===== config.mk =====
export PLATFORM = sky130hd
export DESIGN_NAME = pic_inst_ctrl
export DESIGN_NICKNAME = d
export VERILOG_FILES = /design/src/rtl/pic_inst_ctrl.sv
export SDC_FILE = /design/constraint.sdc
export NUM_CORES = 1
export LEC_CHECK = 0
export BUFFER_PORTS_ARGS = -buffer_cell sky130_fd_sc_hd__buf_2
export CAP_MARGIN = 20
export CORE_MARGIN = 1
export CORE_UTILIZATION = 30
export CTS_CLUSTER_SIZE = 14
export DETAILED_ROUTE_END_ITERATION = 10
export GPL_TIMING_DRIVEN = 1
export PLACE_DENSITY = 0.48
export SETUP_SLACK_MARGIN = 0.15
export SYNTH_ARGS = -nofsm -noshare
export SYNTH_HDL_FRONTEND = slang
export SYNTH_SLANG_ARGS = --single-unit

===== constraint.sdc =====
create_clock -name clk -period 2.7 [get_ports clk]
set_input_delay 0.54 -clock clk [delete_from_list [all_inputs] [get_ports clk]]
set_output_delay 0.54 -clock clk [all_outputs]
set_load 0.02 [all_outputs]

===== src/rtl/pic_inst_ctrl.sv =====
// pic_inst_ctrl: instruction register, decoder and Q-phase sequencer for a
// PIC16C5x-style core.
//
// A free-running Q1..Q4 phase counter defines the 4-clock instruction cycle.
// On the edge leaving Q4 the instruction register captures the fetched word
// and the decode fields are registered, so they hold steady for the whole
// following cycle. Write, status, PC and stack strobes are qualified with Q4.
// Branches (GOTO/CALL/RETLW) and taken skips (DECFSZ/INCFSZ/BTFSC/BTFSS) set
// a flush flag that turns the next, already-prefetched instruction into a NOP.
//
// Ports:
//   clk, rst            clock, synchronous active-high reset
//   instIn              program memory word at the current PC
//   resultZeroIn        ALU result == 0 for the executing instruction
//   fBitIn              selected file-register bit for BTFSC/BTFSS
//   qPhaseOut           0..3 = Q1..Q4
//   aluFuncOut          ALU function code
//   bitSelOut, litOut, fAddrOut   instruction fields [7:5], [7:0], [4:0]
//   fSrcSelOut, wZeroOut          ALU operand selects
//   wWeOut, fWeOut, statusWeOut   Q4 write strobes / status update mask
//   pcIncOut, pcLoadOut, pcSrcOut, pcTargetOut   program counter control
//   stackPushOut, stackPopOut     call stack control

`ifndef ALU_FUNC_WIDTH
`define ALU_FUNC_WIDTH 4
`endif
`ifndef BIT_SEL_WIDTH
`define BIT_SEL_WIDTH 3
`endif
`ifndef DATA_WIDTH
`define DATA_WIDTH 8
`endif
`ifndef ALU_STATUS_WIDTH
`define ALU_STATUS_WIDTH 3
`endif
`ifndef ALU_IDLE
`define ALU_IDLE  4'd0
`define ALU_ADDWF 4'd1
`define ALU_SUBWF 4'd2
`define ALU_ANDWF 4'd3
`define ALU_IORWF 4'd4
`define ALU_XORWF 4'd5
`define ALU_COMF  4'd6
`define ALU_DECF  4'd7
`define ALU_INCF  4'd8
`define ALU_RRF   4'd9
`define ALU_RLF   4'd10
`define ALU_SWAPF 4'd11
`define ALU_BCF   4'd12
`define ALU_BSF   4'd13
`define ALU_IORLW 4'd14
`define ALU_ANDLW 4'd15
`endif

module pic_inst_ctrl #(
  parameter int INST_WIDTH = 12
) (
  input  logic                         clk,
  input  logic                         rst,
  input  logic [INST_WIDTH-1:0]        instIn,
  input  logic                         resultZeroIn,
  input  logic                         fBitIn,
  output logic [1:0]                   qPhaseOut,
  output logic [`ALU_FUNC_WIDTH-1:0]   aluFuncOut,
  output logic [`BIT_SEL_WIDTH-1:0]    bitSelOut,
  output logic [`DATA_WIDTH-1:0]       litOut,
  output logic [4:0]                   fAddrOut,
  output logic [1:0]                   fSrcSelOut,
  output logic                         wZeroOut,
  output logic                         wWeOut,
  output logic                         fWeOut,
  output logic [`ALU_STATUS_WIDTH-1:0] statusWeOut,
  output logic                         pcIncOut,
  output logic                         pcLoadOut,
  output logic                         pcSrcOut,
  output logic [8:0]                   pcTargetOut,
  output logic                         stackPushOut,
  output logic                         stackPopOut
);

  localparam logic [1:0] PH_Q4 = 2'd3;

  // State
  logic [1:0]                   phase_q, phase_d;
  logic [INST_WIDTH-1:0]        ir_q, ir_d;
  logic                         flush_q, flush_d;
  logic [`ALU_FUNC_WIDTH-1:0]   func_q, func_d;
  logic [1:0]                   fsrc_q, fsrc_d;
  logic                         wzero_q, wzero_d;
  logic                         w_we_q, w_we_d;
  logic                         f_we_q, f_we_d;
  logic [`ALU_STATUS_WIDTH-1:0] status_q, status_d;
  logic                         pc_load_q, pc_load_d;
  logic                         pc_src_q, pc_src_d;
  logic                         push_q, push_d;
  logic                         pop_q, pop_d;
  logic [8:0]                   target_q, target_d;

  // Decode of the incoming word
  logic [`ALU_FUNC_WIDTH-1:0]   dec_func;
  logic [1:0]                   dec_fsrc;
  logic                         dec_wzero, dec_w_we, dec_f_we;
  logic [`ALU_STATUS_WIDTH-1:0] dec_status;
  logic                         dec_load, dec_src, dec_push, dec_pop;
  logic [8:0]                   dec_target;
  logic                         file_dest;

  // Redirect decision for the instruction currently executing
  logic skip_z, skip_taken, branch, redirect;
  logic leave_q4, q4;

  always_comb begin
    dec_func   = `ALU_IDLE;
    dec_fsrc   = 2'd0;
    dec_wzero  = 1'b0;
    dec_w_we   = 1'b0;
    dec_f_we   = 1'b0;
    dec_status = '0;
    dec_load   = 1'b0;
    dec_src    = 1'b0;
    dec_push   = 1'b0;
    dec_pop    = 1'b0;
    dec_target = instIn[8:0];
    file_dest  = 1'b0;
    case (instIn[11:8])
      4'h0, 4'h1, 4'h2, 4'h3: begin
        // Byte-oriented group: bit 5 (d) chooses W or the file register.
        file_dest = 1'b1;
        case (instIn[11:6])
          6'b000000: begin
            // 0x020-0x03F is MOVWF; the rest of this block are no-write ops.
            file_dest = 1'b0;
            if (instIn[5]) begin
              dec_func = `ALU_IORWF;
              dec_fsrc = 2'd2;
              dec_f_we = 1'b1;
            end
          end
          6'b000001: dec_status = 3'b100;  // CLRW (d=0) / CLRF (d=1)
          6'b000010: begin dec_func = `ALU_SUBWF; dec_status = 3'b111; end
          6'b000011: begin dec_func = `ALU_DECF;  dec_status = 3'b100; end
          6'b000100: begin dec_func = `ALU_IORWF; dec_status = 3'b100; end
          6'b000101: begin dec_func = `ALU_ANDWF; dec_status = 3'b100; end
          6'b000110: begin dec_func = `ALU_XORWF; dec_status = 3'b100; end
          6'b000111: begin dec_func = `ALU_ADDWF; dec_status = 3'b111; end
          6'b001000: begin
            // MOVF: 0 | f passes f through and still updates Z.
            dec_func = `ALU_IORWF; dec_wzero = 1'b1; dec_status = 3'b100;
          end
          6'b001001: begin dec_func = `ALU_COMF;  dec_status = 3'b100; end
          6'b001010: begin dec_func = `ALU_INCF;  dec_status = 3'b100; end
          6'b001011: dec_func = `ALU_DECF;   // DECFSZ
          6'b001100: begin dec_func = `ALU_RRF;   dec_status = 3'b001; end
          6'b001101: begin dec_func = `ALU_RLF;   dec_status = 3'b001; end
          6'b001110: dec_func = `ALU_SWAPF;
          6'b001111: dec_func = `ALU_INCF;   // INCFSZ
          default: ;
        endcase
      end
      4'h4: begin dec_func = `ALU_BCF; dec_f_we = 1'b1; end
      4'h5: begin dec_func = `ALU_BSF; dec_f_we = 1'b1; end
      4'h8: begin  // RETLW: W <= literal, return through stack top
        dec_func = `ALU_IORLW; dec_wzero = 1'b1; dec_w_we = 1'b1;
        dec_pop = 1'b1; dec_load = 1'b1; dec_src = 1'b1;
      end
      4'h9: begin  // CALL only reaches the lower half of each page
        dec_push = 1'b1; dec_load = 1'b1; dec_target = {1'b0, instIn[7:0]};
      end
      4'hA, 4'hB: dec_load = 1'b1;  // GOTO
      4'hC: begin dec_func = `ALU_IORLW; dec_wzero = 1'b1; dec_w_we = 1'b1; end
      4'hD: begin dec_func = `ALU_IORLW; dec_w_we = 1'b1; dec_status = 3'b100; end
      4'hE: begin dec_func = `ALU_ANDLW; dec_w_we = 1'b1; dec_status = 3'b100; end
      4'hF: begin
        dec_func = `ALU_XORWF; dec_fsrc = 2'd1; dec_w_we = 1'b1; dec_status = 3'b100;
      end
      default: ;  // BTFSC / BTFSS: test only, no writes
    endcase
    if (file_dest) begin
      dec_w_we = ~instIn[5];
      dec_f_we = instIn[5];
    end
  end

  // A flushed instruction is a NOP, so it can neither skip nor branch.
  always_comb begin
    skip_z     = (ir_q[11:6] == 6'b001011) || (ir_q[11:6] == 6'b001111);
    skip_taken = (skip_z && resultZeroIn) ||
                 ((ir_q[11:8] == 4'h6) && !fBitIn) ||
                 ((ir_q[11:8] == 4'h7) && fBitIn);
    branch     = (ir_q[11:10] == 2'b10);
    redirect   = !flush_q && (skip_taken || branch);
  end

  // Next-state logic: everything except the phase advances only leaving Q4.
  always_comb begin
    leave_q4  = (phase_q == PH_Q4);
    phase_d   = phase_q + 2'd1;
    ir_d      = ir_q;
    flush_d   = flush_q;
    func_d    = func_q;
    fsrc_d    = fsrc_q;
    wzero_d   = wzero_q;
    w_we_d    = w_we_q;
    f_we_d    = f_we_q;
    status_d  = status_q;
    pc_load_d = pc_load_q;
    pc_src_d  = pc_src_q;
    push_d    = push_q;
    pop_d     = pop_q;
    target_d  = target_q;
    if (leave_q4) begin
      ir_d      = instIn;
      flush_d   = redirect;
      target_d  = dec_target;
      func_d    = redirect ? `ALU_IDLE : dec_func;
      fsrc_d    = redirect ? 2'd0 : dec_fsrc;
      wzero_d   = !redirect && dec_wzero;
      w_we_d    = !redirect && dec_w_we;
      f_we_d    = !redirect && dec_f_we;
      status_d  = redirect ? '0 : dec_status;
      pc_load_d = !redirect && dec_load;
      pc_src_d  = !redirect && dec_src;
      push_d    = !redirect && dec_push;
      pop_d     = !redirect && dec_pop;
    end
  end

  always_ff @(posedge clk) begin
    if (rst) begin
      phase_q   <= 2'd0;
      ir_q      <= '0;
      flush_q   <= 1'b1;  // reset-vector word is still being fetched
      func_q    <= `ALU_IDLE;
      fsrc_q    <= 2'd0;
      wzero_q   <= 1'b0;
      w_we_q    <= 1'b0;
      f_we_q    <= 1'b0;
      status_q  <= '0;
      pc_load_q <= 1'b0;
      pc_src_q  <= 1'b0;
      push_q    <= 1'b0;
      pop_q     <= 1'b0;
      target_q  <= 9'd0;
    end else begin
      phase_q   <= phase_d;
      ir_q      <= ir_d;
      flush_q   <= flush_d;
      func_q    <= func_d;
      fsrc_q    <= fsrc_d;
      wzero_q   <= wzero_d;
      w_we_q    <= w_we_d;
      f_we_q    <= f_we_d;
      status_q  <= status_d;
      pc_load_q <= pc_load_d;
      pc_src_q  <= pc_src_d;
      push_q    <= push_d;
      pop_q     <= pop_d;
      target_q  <= target_d;
    end
  end

  // Outputs: held decode fields plus Q4-qualified strobes.
  always_comb begin
    q4           = (phase_q == PH_Q4);
    qPhaseOut    = phase_q;
    aluFuncOut   = func_q;
    bitSelOut    = ir_q[7:5];
    litOut       = ir_q[7:0];
    fAddrOut     = ir_q[4:0];
    fSrcSelOut   = fsrc_q;
    wZeroOut     = wzero_q;
    pcTargetOut  = target_q;
    wWeOut       = q4 && w_we_q;
    fWeOut       = q4 && f_we_q;
    statusWeOut  = q4 ? status_q : '0;
    pcLoadOut    = q4 && pc_load_q;
    pcSrcOut     = q4 && pc_src_q;
    stackPushOut = q4 && push_q;
    stackPopOut  = q4 && pop_q;
    pcIncOut     = q4 && !pc_load_q;
  end

endmodule


---- After elaboration in Yosys (flattened, before gate mapping) ----
Index checks and enable logic that the tools add are counted.
word-level totals
  flip-flop bits (word level) ............. 39
  memory bits (writable) .................. 0
  ROM bits ................................ 0
  input bits .............................. 16
  output and inout port bits .............. 44
  latch bits .............................. 0
  memories kept ........................... 0
  logic and storage cells ................. 114
cells by class
  shift-type cells ........................ 0
  magnitude comparators ................... 0
  reduce and logical (&&, ||, !) cells .... 39
  eq/ne operators ......................... 34
  multiply operators ...................... 0
  divide/modulo/power cells ............... 0
  add/sub/neg operators ................... 1
  multiplexer cells ....................... 26
  bitwise logic cells ..................... 1
operators by type and width
  operator                                       number
  == test 6 x 4 -> 1 bit, second input constant  10
  case mux 4 bit (12 select lines)               1
  == test 4 bit, second input constant           8
  == test 6 x 3 -> 1 bit, second input constant  4
  case mux 4 bit (6 select lines)                1
  == test 4 x 3 -> 1 bit, second input constant  4
  logical AND 1 bit                              16
  OR reduction 2 bit                             7
  == test 6 x 2 -> 1 bit, second input constant  2
  two-way mux 1 bit                              11
  two-way mux 3 bit                              3
  two-way mux 9 bit                              1
  case mux 3 bit (3 select lines)                1
  == test 4 x 2 -> 1 bit, second input constant  2
  OR reduction 4 bit                             2
  OR reduction 8 bit                             1
  == test 6 x 1 -> 1 bit, second input constant  1
  logical NOT 6 bit                              1
  two-way mux 2 bit                              3
  case mux 3 bit (2 select lines)                1
  OR reduction 3 bit                             2
  OR reduction 5 bit                             1
  == test 2 bit, second input constant           2
  == test 4 x 1 -> 1 bit, second input constant  1
  8 further kinds                                15

---- Logic depth before layout (Yosys ltp) ----
  word-level depth ........................ 9
  mapped depth ............................ 6
  gate-level depth less buffers ........... 5

---- Least setup slack after synthesis ----
No wires, ideal clock.
  kind .................................... reg2out
  from .................................... register phase_q[0], in the netlist qPhaseOut[0]
  to ...................................... output stackPopOut
  cell stages (with the launch flop) ...... 6
  path slack .............................. 0.623 ns
  arrival time ............................ 1.537 ns
  data required time ...................... 2.160 ns
  cells stage by stage .................... dfxtp_1 -> ha_1 -> buf_2 -> clkbuf_1 -> and2_1 -> buf_4
on the way
  cells in the longest elaborated chain, start to end .. 2
ends and longest elaborated chain
  element                 RTL line  source
  start, declared         84        logic [1:0] phase_q, phase_d;
  start signal, assigned  245       phase_q <= phase_d;
  == test 2 bit           264       q4 = (phase_q == PH_Q4);
  logical AND 1 bit       279       stackPopOut = q4 && pop_q;
  end, declared           78        output logic stackPopOut
Every way passes these cells.

---- Worst setup path in the final report ----
Same ends and word-level chain as after synthesis.

==> metrics.cfg <==
[global_routing]
track_usage_pct = 13.97
antenna_found_initial = 0
first_global_vias = 1402
grt_overflow = 0
grt_max_degree = 22
grt_pass1_wl_mm = 6.706

[floorplanning]
coreArea_sq_um = 5540
die_x_microns = 78.17
die_y_microns = 78.17
ios = 60
die-area_sq_um = 6110
placementRows = 27
start_util_pct = 31.41

[yosys]
synthMuxAreaShare_pct = 6.902
async_flop_share_pct = 0
synth_edf_count = 0
yosys.area_share.simple_pct = 17.90
syn_inst = 201
synth_compound_area_share_pct = 21.06
synth_top_family_by_area = compound AO/OA/AOI/OAI gates
synth_flop_cell = dfxtp_1
synth.area.top_cells = dfxtp_1 36%, buf_4 11%, mux2i_1 6.9%
synthAdderAreaFrac_pct = 0.7189
synth_area_sq_um = 1740
synth_xor_area_share_pct = 1.006
synth_top_area_share_pct = 35.66
avgSynthCellArea_sq_um = 8.659
synth-seq-cells = 31
ys_seq_area_share_pct = 35.66
ys_types = 44
ys_warn_count = 0
synth_top_area_cell = dfxtp_1
syn-num-nets = 218

[power_and_ir_drop]
peakVddDrop_v = 0.0001765
cellPowerDensity_nw_per_um2 = 565.8
p_leak_nw = 0.9201

[route]
drc = 0
dr.pass1.iters = 4
vias = 1468
viasPerCell = 4.861
drtIter0Drc = 77
ant_nets = 0
post_drt_wl_per_cell_microns = 12.84
routed_wl_mm = 3.879

[clock_network]
path_clk_slew_ns = 0.06
cts_setup_buffers = 0
cts_max_path_buffers = 2
clkLatencyLatePin_ns = 0.28
cts_made_buffers = 5
ctsResizeCount = 0
hold_buffers = 0
clock-sinks = 31
h-tree-depth = 2
cts_tree = built
clock-root-buffer = clkbuf_8

[worst_setup_path]
crit_type = reg -> out
worstPathArrival_ns = 1.66
cp_data_required_time_ns = 2.16
cp-end-kind = primary output
worst-path-max-fanout = 12
critPathLaunchType = flop

[sta]
hold_ws_ns = 0.4384
fmax_mhz = 455.1
max-slew-margin-rel_pct = 67.67
drv_slew = 0
grt_setup_unrepaired = false
period_share_pct = 81.38
tightest_slew_ns = 0.4849
fin_ws_ns = 0.5027
finalHoldViolations = 0
finClkSkew_ns = 0.007733
setup_tns_ns = 0
min_period_ns = 2.197
setup_viol = 0

[status]
status = finished, final reports clean

[placement]
numPortBuffers = 59
pre_cts_ws_ns = 0.7609
dp.final_hpwl_mm = 2.803
place_congestion = 0.7954

[finish]
nFillCells = 620
fin_util_pct = 35.91
syn2layout_area_growth_pct = 14.31
antennaDiodeCount = 0
layout_common_cells = 59 x buf_2, 31 x dfxtp_1, 22 x nor2_1
fin_nets = 246
drive_above_1_share_pct = 33.04
final_common_cell = buf_2

[flow_run]
cap_violations = 0

[hold_path]
min_path_type = reg -> reg

critical path, stage by stage (launching register included):
cell	delay, ns
dfxtp_1	0.34
ha_1	0.47
buf_4	0.25
and2_1	0.15
buf_2	0.16
cells by family after synthesis:
group / count (synthesis)
buf+inv: 45
simple gates: 62
mux: 12
compound gates: 48
xor+xnor: 2
flops: 31
fa+ha+maj: 1
cells in the mapped netlist (2+ instances only):
master     n
a21o_1     2
inv_1      4
a21oi_1    6
nand4_1    2
buf_2      8
nand2_1   10
nor3b_1    2
clkbuf_1   5
o21ai_0   10
o32ai_1    2
a32o_1     8
nand2b_1   7
nand3_1    2
dfxtp_1   31
mux2i_1   12
buf_6      2
buf_4     26
o211a_1    2
o31ai_1    2
nor2_1    22
nor2b_1    6
and2_1     8
per-stage QoR:
step,instance area [sq um],power [mW],cells
after global placement,1872,0.6686,294
after detailed placement,1872,0.6679,294
final,1989,1.126,302
after CTS,1989,1.143,302
after global routing,1989,1.191,302
after floorplan,1740,0.6352,201
flip-flops by register name (all words and copies together), names as in the netlist:
name	cells
f_we_q	1
flush_q	1
aluFuncOut	4
pop_q	1
ir_q	12
qPhaseOut	2
status_q	3
wZeroOut	1
pcTargetOut	1
w_we_q	1
fSrcSelOut	2
pc_load_q	1
push_q	1
report_power, final:
| group | total [mW] | internal [mW] | switching (mW) |
|---|---|---|---|
| Sequential | 0.485 | 0.475 | 0.0102 |
| Combinational | 0.171 | 0.0645 | 0.106 |
| Clock | 0.469 | 0.298 | 0.171 |
cell type report:
cell class | instances | area [sq um] | area share, %
clock inverter | 2 | 35.03 | 1.761
clock buffer | 6 | 82.58 | 4.151
tap | 72 | 90.09 | 4.528
multi-input combinational | 125 | 828.3 | 41.64
inverter | 4 | 15.01 | 0.7547
sequential | 31 | 620.6 | 31.19
timing repair buffer | 62 | 317.8 | 15.97
path summary, 6_finish.rpt:
| check | start | to | slack (ns) | cells after the start |
|---|---|---|---|---|
| worst max-delay path | qPhaseOut[0] | stackPopOut | 0.50 | 4 |
| worst min register to register | qPhaseOut[0] | qPhaseOut[0] | 0.44 | 1 |
| worst min-delay path | qPhaseOut[0] | qPhaseOut[0] | 0.44 | 1 |
| worst max register to register | qPhaseOut[0] | aluFuncOut[1] | 0.80 | 5 |
per-layer routing:
layer	share of wire, %	vias up	wire length (microns)	global-route usage, %
met1	50	688	1958	18.84
met4	1.5	0	58	5.926
li1	-	732	-	-
met2	43	43	1660	20.79
met3	5.2	5	201	3.721
met5	0	-	0	0
(Power assumes the default switching activity.)
